[src/rtl/bcd_conv_arb.sv]
// bcd_conv_arb: round-robin scheduler that shares one bin_bcd converter between the
// hour/minute/second channels. Define BCD_ARB_TIMEOUT_EN to enable the WAIT timeout and sticky err.
module bcd_conv_arb #(
  parameter int DW      = 8,
  parameter int TIMEOUT = 32
) (
  input  logic          clk,
  input  logic          rst_n,
  input  logic [4:0]    hour,
  input  logic [5:0]    minu,
  input  logic [5:0]    seco,
  input  logic          hour_vld,
  input  logic          minu_vld,
  input  logic          seco_vld,
  output logic [DW-1:0] cvt_bin,
  output logic          cvt_vld,
  input  logic [11:0]   cvt_bcd,
  input  logic          cvt_done,
  output logic [7:0]    hour_bcd,
  output logic [7:0]    minu_bcd,
  output logic [7:0]    seco_bcd,
  output logic [2:0]    bcd_upd,
  output logic          busy,
  output logic          err
);

  // Converter handshake: cvt_vld is a one-cycle issue strobe qualifying cvt_bin; the converter
  // answers with a one-cycle cvt_done qualifying cvt_bcd. No back-pressure; one op in flight.
  typedef enum logic {
    S_IDLE = 1'b0,
    S_WAIT = 1'b1
  } state_e;

  state_e          state_q, state_d;
  logic [2:0]      pend_q, pend_d;
  logic [2:0][5:0] hold_q, hold_d;
  logic [1:0]      ptr_q, ptr_d;
  logic [1:0]      sel_q, sel_d;
  logic [DW-1:0]   cvt_bin_q, cvt_bin_d;
  logic            cvt_vld_q, cvt_vld_d;
  logic [2:0][7:0] bcd_q, bcd_d;
  logic [2:0]      bcd_upd_q, bcd_upd_d;
  logic [1:0]      cand0, cand1, cand2, gnt;

`ifdef BCD_ARB_TIMEOUT_EN
  localparam int CW = $clog2(TIMEOUT + 1);
  logic [CW-1:0]   cnt_q, cnt_d;
  logic            err_q, err_d;
`else
  localparam int unused_timeout = TIMEOUT;
`endif

  logic unused_bcd_hi;
  assign unused_bcd_hi = &{1'b0, cvt_bcd[11:8]};

  function automatic logic [1:0] wrap_inc(input logic [1:0] v);
    return (v == 2'd2) ? 2'd0 : v + 2'd1;
  endfunction

  // First pending channel scanning from ptr in hour -> minute -> second order.
  always_comb begin
    cand0 = ptr_q;
    cand1 = wrap_inc(cand0);
    cand2 = wrap_inc(cand1);
    if (pend_q[cand0])      gnt = cand0;
    else if (pend_q[cand1]) gnt = cand1;
    else                    gnt = cand2;
  end

  always_comb begin
    state_d   = state_q;
    pend_d    = pend_q;
    hold_d    = hold_q;
    ptr_d     = ptr_q;
    sel_d     = sel_q;
    cvt_bin_d = cvt_bin_q;
    cvt_vld_d = 1'b0;
    bcd_d     = bcd_q;
    bcd_upd_d = 3'b000;
`ifdef BCD_ARB_TIMEOUT_EN
    cnt_d     = cnt_q;
    err_d     = err_q;
`endif

    case (state_q)
      S_IDLE: begin
        if (|pend_q) begin
          sel_d       = gnt;
          cvt_bin_d   = DW'(hold_q[gnt]);
          cvt_vld_d   = 1'b1;
          pend_d[gnt] = 1'b0;
          state_d     = S_WAIT;
`ifdef BCD_ARB_TIMEOUT_EN
          cnt_d       = '0;
`endif
        end
      end
      S_WAIT: begin
        if (cvt_done) begin
          bcd_d[sel_q]     = cvt_bcd[7:0];
          bcd_upd_d[sel_q] = 1'b1;
          ptr_d            = wrap_inc(sel_q);
          state_d          = S_IDLE;
        end
`ifdef BCD_ARB_TIMEOUT_EN
        else if (cnt_q == CW'(TIMEOUT - 1)) begin
          err_d   = 1'b1;
          ptr_d   = wrap_inc(sel_q);
          state_d = S_IDLE;
        end else begin
          cnt_d = cnt_q + 1'b1;
        end
`endif
      end
      default: state_d = S_IDLE;
    endcase

    // Capture last so a strobe coinciding with its own grant re-arms pend with the new value.
    if (hour_vld) begin
      pend_d[0] = 1'b1;
      hold_d[0] = {1'b0, hour};
    end
    if (minu_vld) begin
      pend_d[1] = 1'b1;
      hold_d[1] = minu;
    end
    if (seco_vld) begin
      pend_d[2] = 1'b1;
      hold_d[2] = seco;
    end
  end

  always_ff @(posedge clk or negedge rst_n) begin
    if (!rst_n) begin
      state_q   <= S_IDLE;
      pend_q    <= '0;
      hold_q    <= '0;
      ptr_q     <= 2'd0;
      sel_q     <= 2'd0;
      cvt_bin_q <= '0;
      cvt_vld_q <= 1'b0;
      bcd_q     <= '0;
      bcd_upd_q <= '0;
    end else begin
      state_q   <= state_d;
      pend_q    <= pend_d;
      hold_q    <= hold_d;
      ptr_q     <= ptr_d;
      sel_q     <= sel_d;
      cvt_bin_q <= cvt_bin_d;
      cvt_vld_q <= cvt_vld_d;
      bcd_q     <= bcd_d;
      bcd_upd_q <= bcd_upd_d;
    end
  end

`ifdef BCD_ARB_TIMEOUT_EN
  always_ff @(posedge clk or negedge rst_n) begin
    if (!rst_n) begin
      cnt_q <= '0;
      err_q <= 1'b0;
    end else begin
      cnt_q <= cnt_d;
      err_q <= err_d;
    end
  end
  assign err = err_q;
`else
  assign err = 1'b0;
`endif

  // busy doubles as the FSM state observation point (WAIT = 1).
  assign busy     = (state_q == S_WAIT);
  assign cvt_bin  = cvt_bin_q;
  assign cvt_vld  = cvt_vld_q;
  assign hour_bcd = bcd_q[0];
  assign minu_bcd = bcd_q[1];
  assign seco_bcd = bcd_q[2];
  assign bcd_upd  = bcd_upd_q;

endmodule

[config.mk]
export PLATFORM = sky130hd
export DESIGN_NAME = bcd_conv_arb
export DESIGN_NICKNAME = d
export VERILOG_FILES = /design/src/rtl/bcd_conv_arb.sv
export SDC_FILE = /design/constraint.sdc
export NUM_CORES = 1
export LEC_CHECK = 0
export CORE_MARGIN = 3
export CORE_UTILIZATION = 45
export CTS_BUF_LIST = sky130_fd_sc_hd__clkbuf_2 sky130_fd_sc_hd__clkbuf_4 sky130_fd_sc_hd__clkbuf_8
export CTS_CLUSTER_DIAMETER = 150
export DETAILED_ROUTE_END_ITERATION = 10
export PLACE_DENSITY = 0.77
export SLEW_MARGIN = 15
export SYNTH_ARGS = -nofsm -noshare
export SYNTH_HDL_FRONTEND = slang
export SYNTH_SLANG_ARGS = --single-unit
[constraint.sdc]
create_clock -name clk -period 2.2 [get_ports clk]
set_input_delay 0.44 -clock clk [delete_from_list [all_inputs] [get_ports clk]]
set_output_delay 0.44 -clock clk [all_outputs]
set_load 0.05 [all_outputs]
==> results of run 1 <==
kinds of logic (layout without fill, tap and decap cells):
kind of cell | count (synthesis) | count (layout) | synth area share, %
flops | 59 | 59 | 62.1
simple gates | 46 | 46 | 9.26
mux | 34 | 34 | 16.1
compound gates | 27 | 27 | 8.95
buf+inv | 16 | 89 | 3.47
other cells | 1 | 3 | 0.158
worst max-delay path by stage:
stage,from,endpoint
global route,cvt_bin[5],cvt_bin[5]
finish,cvt_bin[5],cvt_bin[5]
floorplan,busy,hour_bcd[0]
CTS,cvt_bin[5],cvt_bin[5]
detailed placement,cvt_done,seco_bcd[2]
global placement,cvt_done,seco_bcd[2]
cell usage after synthesis:
cell type,number
nand2b_1,2
a2111oi_4,1
o21ai_1,6
o221ai_1,1
and3b_1,1
buf_1,1
o21bai_1,1
a32oi_1,6
dfrtp_1,59
mux2i_1,1
conb_1,1
o21ba_2,1
nor3_1,1
o21ai_0,2
and4bb_2,1
or2_2,2
nor4_1,1
inv_1,3
buf_6,1
clkbuf_2,1
buf_4,3
a21o_1,1
a21o_2,1
or3_1,1
mux2_2,33
nor2_1,1
clkbuf_1,4
nand2_1,34
a21oi_1,1
o21a_1,1
clkinv_1,1
nor3_4,1
nand4b_1,1
buf_2,2
a22oi_1,5
routing by layer:
metal	global-route usage, %	vias to the layer above	part of all wire (%)
met5	0	-	0
met4	10.7	0	3.0
met3	4.70	12	4.5
met2	27.6	42	48
met1	22.4	805	44
li1	-	775	-
area by class of cell:
cell class              instances  area share (%)
multi-input cells             110            25.1
inverters                       4           0.457
well taps                      67            2.55
flip-flops and latches         59            44.9
clock inverters                 5            1.64
clock buffers                  10            4.19
repair buffers                 70            21.2
power breakdown:
| group | leakage [uW] | total (uW) | switching (uW) | internal [uW] |
|---|---|---|---|---|
| combinational | 0.000632 | 2380 | 1500 | 875 |
| sequential | 0.000709 | 1680 | 232 | 1440 |
| clock | 0.000102 | 958 | 415 | 543 |
metrics by stage:
step	utilization, %	power [uW]	cells
after floorplan	-	3280	185
after global placement	63.1	4050	310
after detailed placement	63.1	4080	310
after CTS	67.0	5050	325
after global routing	67.0	5260	325
final	67.0	5010	325
flip-flops by register name (all words and copies together) (netlist names):
signal and count:
hold_q 17, hour_bcd 8, minu_bcd 8, seco_bcd 8, cvt_bin 6, bcd_upd 3
pend_q 3, cand0 2, sel_q 2, busy 1, cvt_vld 1
==> results.tsv, run 1 <==
metric	value	unit
status	completed	
slowest_stage	clkdlybuf4s50_1	
rsz0062_at_grt	false	
die_width	78.7	um
layout_commonest_cell	clkdlybuf4s50_1	
initial_utilization	48.4	%
die_area	6190	sq um
holdWs	88.8	ps
crit_buf_inv	1	
power.density	1520	nW/um^2
fin_tns_setup	0	ps
max_freq	516	MHz
r2r_start	cand0[0]	
setup_violations	0	
place_area	3100	sq um
slew_violations	0	
die_h	78.7	um
worst-slew-pin-transition	533	ps
vdd_ir_drop_max	0.000895	V
nets	289	
min_period	1940	ps
crit_path_cell_trace	clkdlybuf4s50_1	
grt_antenna_before_repair	0	
grt_pass1_vias	1695	
synthTopCellsByArea	dfrtp_1, mux2_2, nand2_1	
setup_ws	263	ps
diodes	0	
grt_max_degree	38	
critPathLaunchType	flip-flop	
clkSinkCount	59	
drt_wl_total	4.93	mm
critical_path_class	flip-flop to primary output	
leakage	0.00144	uW
cp_top_family	buffers and inverters	
hold_viol_final	0	
worstSetupPathDepth	1	
fin_area	3290	sq um
io_buffers	65	
worstPathArrival	1500	ps
coreArea	4910	sq um
nFillCells	373	
cp_data_required_time	1760	ps
rows	25	
grt_overflow_total	0	
clkLatencyLatePin	330	ps
min_period_over_period	88.0	%
area_growth	38.3	%
post_cts_resized	0	
cts_tree	yes	
grt_pass1_wl	8.27	mm
ios	73	
postCtsHoldBufs	0	
htreeDepth	3	
numCtsBuffers	9	
yosysSeqAreaShare	62.1	%
hold_class	input port to async pin	
worstSetupEndpointType	primary output	
drtIter0Drc	86	
clk_path_buf_depth	2	
routabilityCongestion	0.737	
skew	10.9	ps
multi_input_area	826	sq um
dp_hpwl	3.54	mm
worst-path-max-fanout	2	
final_cell_mix	clkdlybuf4s50_1, dfrtp_1, nand2_1, mux2_2, clkbuf_8	
yosys_warnings	0	
grt.total_usage	17.8	%
dp_slack	228	ps
cap_violations	0	
regArea	1480	sq um
wl_per_cell	15.2	um
dr_total_vias	1634	
avgSynthCellArea	13.0	sq um
drc	0	
cts-root-buf	clkbuf_8	
slew_headroom	64.4	%
synthCells	183	
drive_gt1_share	23.6	%
synth_area_leader_cell	dfrtp_1	
firstDrtPassIters	4	
syn_area	2380	sq um
max_stage_delay	820	ps
post_cts_buffers	0	
vias_per_cell	5.03	
r2r_end	cvt_bin[0]	
ys_ff_latch	59	
ff2ff_path_depth	4	
clk_pin_slew	60	ps
rrSetupSlack	430	ps
yosysTopAreaCellShare	62.1	%
synth_cell_type_count	35	
ant_nets	0	
No activity file was read; power rests on OpenSTA's default activity.
==> run 2: changes to the inputs <==
--- a/config.mk
+++ b/config.mk
@@ -6,11 +6,10 @@
 export NUM_CORES = 1
 export LEC_CHECK = 0
 export CORE_MARGIN = 3
-export CORE_UTILIZATION = 45
+export CORE_UTILIZATION = 35
 export CTS_BUF_LIST = sky130_fd_sc_hd__clkbuf_2 sky130_fd_sc_hd__clkbuf_4 sky130_fd_sc_hd__clkbuf_8
 export CTS_CLUSTER_DIAMETER = 150
 export DETAILED_ROUTE_END_ITERATION = 10
-export PLACE_DENSITY = 0.77
 export SLEW_MARGIN = 15
 export SYNTH_ARGS = -nofsm -noshare
 export SYNTH_HDL_FRONTEND = slang
==> run 2 against run 1 <==
Net effect: count of clock-buffer cells in the layout up 3; critical path depth stayed put; maximum frequency shrank 0.34%; worst setup slack worse by 6.6 ps; die area grew 26%; final cell count increased by 2.5%; flip-flop and latch count stayed put; final area shrank 0.42%; routed wire length up 6.7%; sequential power barely moved; non-clock buffer count is 2 lower; hold slack worse by 4.8 ps; critical path type unchanged; highest routed layer unchanged.
==> results.tsv, run 2 (synthesis results as in run 1) <==
metric	value	unit	change
rrSetupSlack	430	ps	about the same
regMostFlops	hold_q		
max_stage_delay	820	ps	about the same
p_comb_share	47.8	%	+0.4 points
cap_violations	0		unchanged
nets	287		-0.69%
drt_wl_total	5.26	mm	+6.7%
r2r_end	cvt_bin[2]		
dr.max_layer_used	met4		
drtIter0Drc	67		-22%
area_growth	37.7	%	
dr_total_vias	1630		-0.24%
holdWs	84.0	ps	-4.83 ps
vias_per_cell	4.89		-2.6%
clk_pin_slew	70	ps	about the same
grt_antenna_before_repair	0		unchanged
instances_no_fill	333		+2.5%
grt_overflow_total	0		unchanged
slowest_stage	clkdlybuf4s50_1		
diodes	0		unchanged
min_period_over_period	88.3	%	+0.30 points
hold_viol_final	0		unchanged
postCtsHoldBufs	0		unchanged
cts-root-buf	clkbuf_8		
slew_headroom	63.1	%	-1.3 points
initial_utilization	36.8	%	-12 points
drt-met1-wl	2.42	mm	+11%
vdd_ir_drop_max	0.000902	V	+0.83%
clkLatencyLatePin	330	ps	about the same
p_clk_share	18.2	%	-0.9 points
coreArea	6460	sq um	+32%
die_area	7820	sq um	+26%
grt_max_degree	38		unchanged
skew	7.99	ps	-2.96 ps
power.density	1510	nW/um^2	-0.60%
p_sw_share	43.3	%	+0.37 points
leakage	0.00143	uW	-0.86%
crit_buf_inv	1		unchanged
clkSinkCount	59		unchanged
met3_length	241	um	+7.6%
htreeDepth	3		unchanged
p_int	2810	uW	-1.7%
firstDrtPassIters	4		unchanged
wl_per_cell	15.8	um	+4.1%
post_cts_buffers	0		unchanged
ios	73		unchanged
die_width	88.4	um	+12%
rows	29		+16%
drive_gt1_share	23.4	%	-0.21 points
worst-slew-pin-transition	554	ps	+21.1 ps
post_cts_resized	0		unchanged
wl_met2	2.54	mm	+6.4%
final_cell_mix	clkdlybuf4s50_1, dfrtp_1, nand2_1, mux2_2, clkbuf_8		
critPathLaunchType	flip-flop		
crit_path_cell_trace	clkdlybuf4s50_1		
min_period	1940	ps	+6.64 ps
r2r_start	cand0[0]		
worstPathArrival	1500	ps	about the same
worstSetupEndpointType	primary output		
switching_power	2140	uW	-0.16%
die_h	88.4	um	+12%
cts_tree	yes		
grt_pass1_wl	8.60	mm	+3.9%
slew_violations	0		unchanged
io_buffers	65		unchanged
dp.cells	318		+2.6%
setup_violations	0		unchanged
status	completed		
fin_tns_setup	0	ps	unchanged
grt.total_usage	15.0	%	-2.9 points
numCtsBuffers	9		unchanged
ant_nets	0		unchanged
worst-path-max-fanout	2		unchanged
clk_path_buf_depth	2		unchanged
max_freq	515	MHz	-0.34%
seqPwrFrac	34.0	%	+0.6 points
ff2ff_path_depth	4		unchanged
cp_data_required_time	1760	ps	about the same
dp_hpwl	3.69	mm	+4.0%
layout_commonest_cell	clkdlybuf4s50_1		
hold_class	input port to async pin		
critical_path_class	flip-flop to primary output		
rsz0062_at_grt	false		
drc	0		unchanged
routabilityCongestion	0.711		-3.4%
cp_top_family	buffers and inverters		
grt_pass1_vias	1656		-2.3%
largest_reg_flops	17		unchanged
==> run 2: cell types whose count changed in the layout (fill, tap and decap cells not counted) <==
cell / delta
clkdlybuf4s50_1: -1
clkinv_4: -1
clkbuf_8: +2
bufinv_16: -1
buf_4: -1
clkinv_2: -1
clkbuf_4: +1
==> run 2: final cells by class <==
cell class                 count  area (sq um)
fill                         602          3180
sequential                    59          1480
multi-input combinational    110           826
timing repair buffer          68           678
clock buffer                  13           173
tap                           77          96.3
inverter                       4          15.0
clock inverter                 2          10.0
==> run 2: power by group through the flow <==
stage	combinational [uW]	sequential, uW	clock [uW]
floorplan	632	2640	0
global placement	2380	1700	0
detailed placement	2390	1710	0
CTS	2400	1690	928
global route	2500	1750	983
finish	2370	1690	900
==> run 2: metal layers <==
| layer | vias to the layer above | GRT usage [%] |
|---|---|---|
| met5 | - | 0 |
| met4 | 0 | 5.77 |
| met3 | 5 | 4.93 |
| met2 | 32 | 21.2 |
| met1 | 815 | 21.3 |
| li1 | 778 | - |
==> run 2: through the flow <==
stage | utilization [%] | power, uW | instance area [sq um] | setup WS [ps]
after floorplan | - | 3280 | 2380 | 389
after global placement | 47.9 | 4070 | 3090 | 214
after detailed placement | 47.9 | 4100 | 3090 | 167
after CTS | 50.7 | 5020 | 3270 | 232
after global routing | 50.7 | 5240 | 3270 | 183
final | 50.7 | 4960 | 3270 | 256
==> run 2: worst max path at each step <==
stage | start | endpoint | slack, ps | depth (start not counted)
final | seco_bcd[4] | seco_bcd[4] | 260 | 1
after global routing | cvt_bin[2] | cvt_bin[2] | 180 | 1
after CTS | cvt_bin[2] | cvt_bin[2] | 230 | 1
after detailed placement | cvt_done | seco_bcd[4] | 170 | 5
after global placement | cvt_done | seco_bcd[5] | 210 | 5
after floorplan | busy | hour_bcd[0] | 390 | 4
==> run 2: worst register-to-register path: cells and delay by family (launching register included) <==
kind	cells	cell delay, ps
and+or+nand+nor	2	780
DFF	1	490
AOI/OAI and AO/OA	2	390
==> run 3: changes to the inputs <==
--- a/config.mk
+++ b/config.mk
@@ -9,6 +9,7 @@
 export CORE_UTILIZATION = 35
 export CTS_BUF_LIST = sky130_fd_sc_hd__clkbuf_2 sky130_fd_sc_hd__clkbuf_4 sky130_fd_sc_hd__clkbuf_8
 export CTS_CLUSTER_DIAMETER = 150
+export CTS_CLUSTER_SIZE = 40
 export DETAILED_ROUTE_END_ITERATION = 10
 export SLEW_MARGIN = 15
 export SYNTH_ARGS = -nofsm -noshare
==> results of run 3 <==
Same layout as run 2: the final DEF is identical, and so are final timing and power.
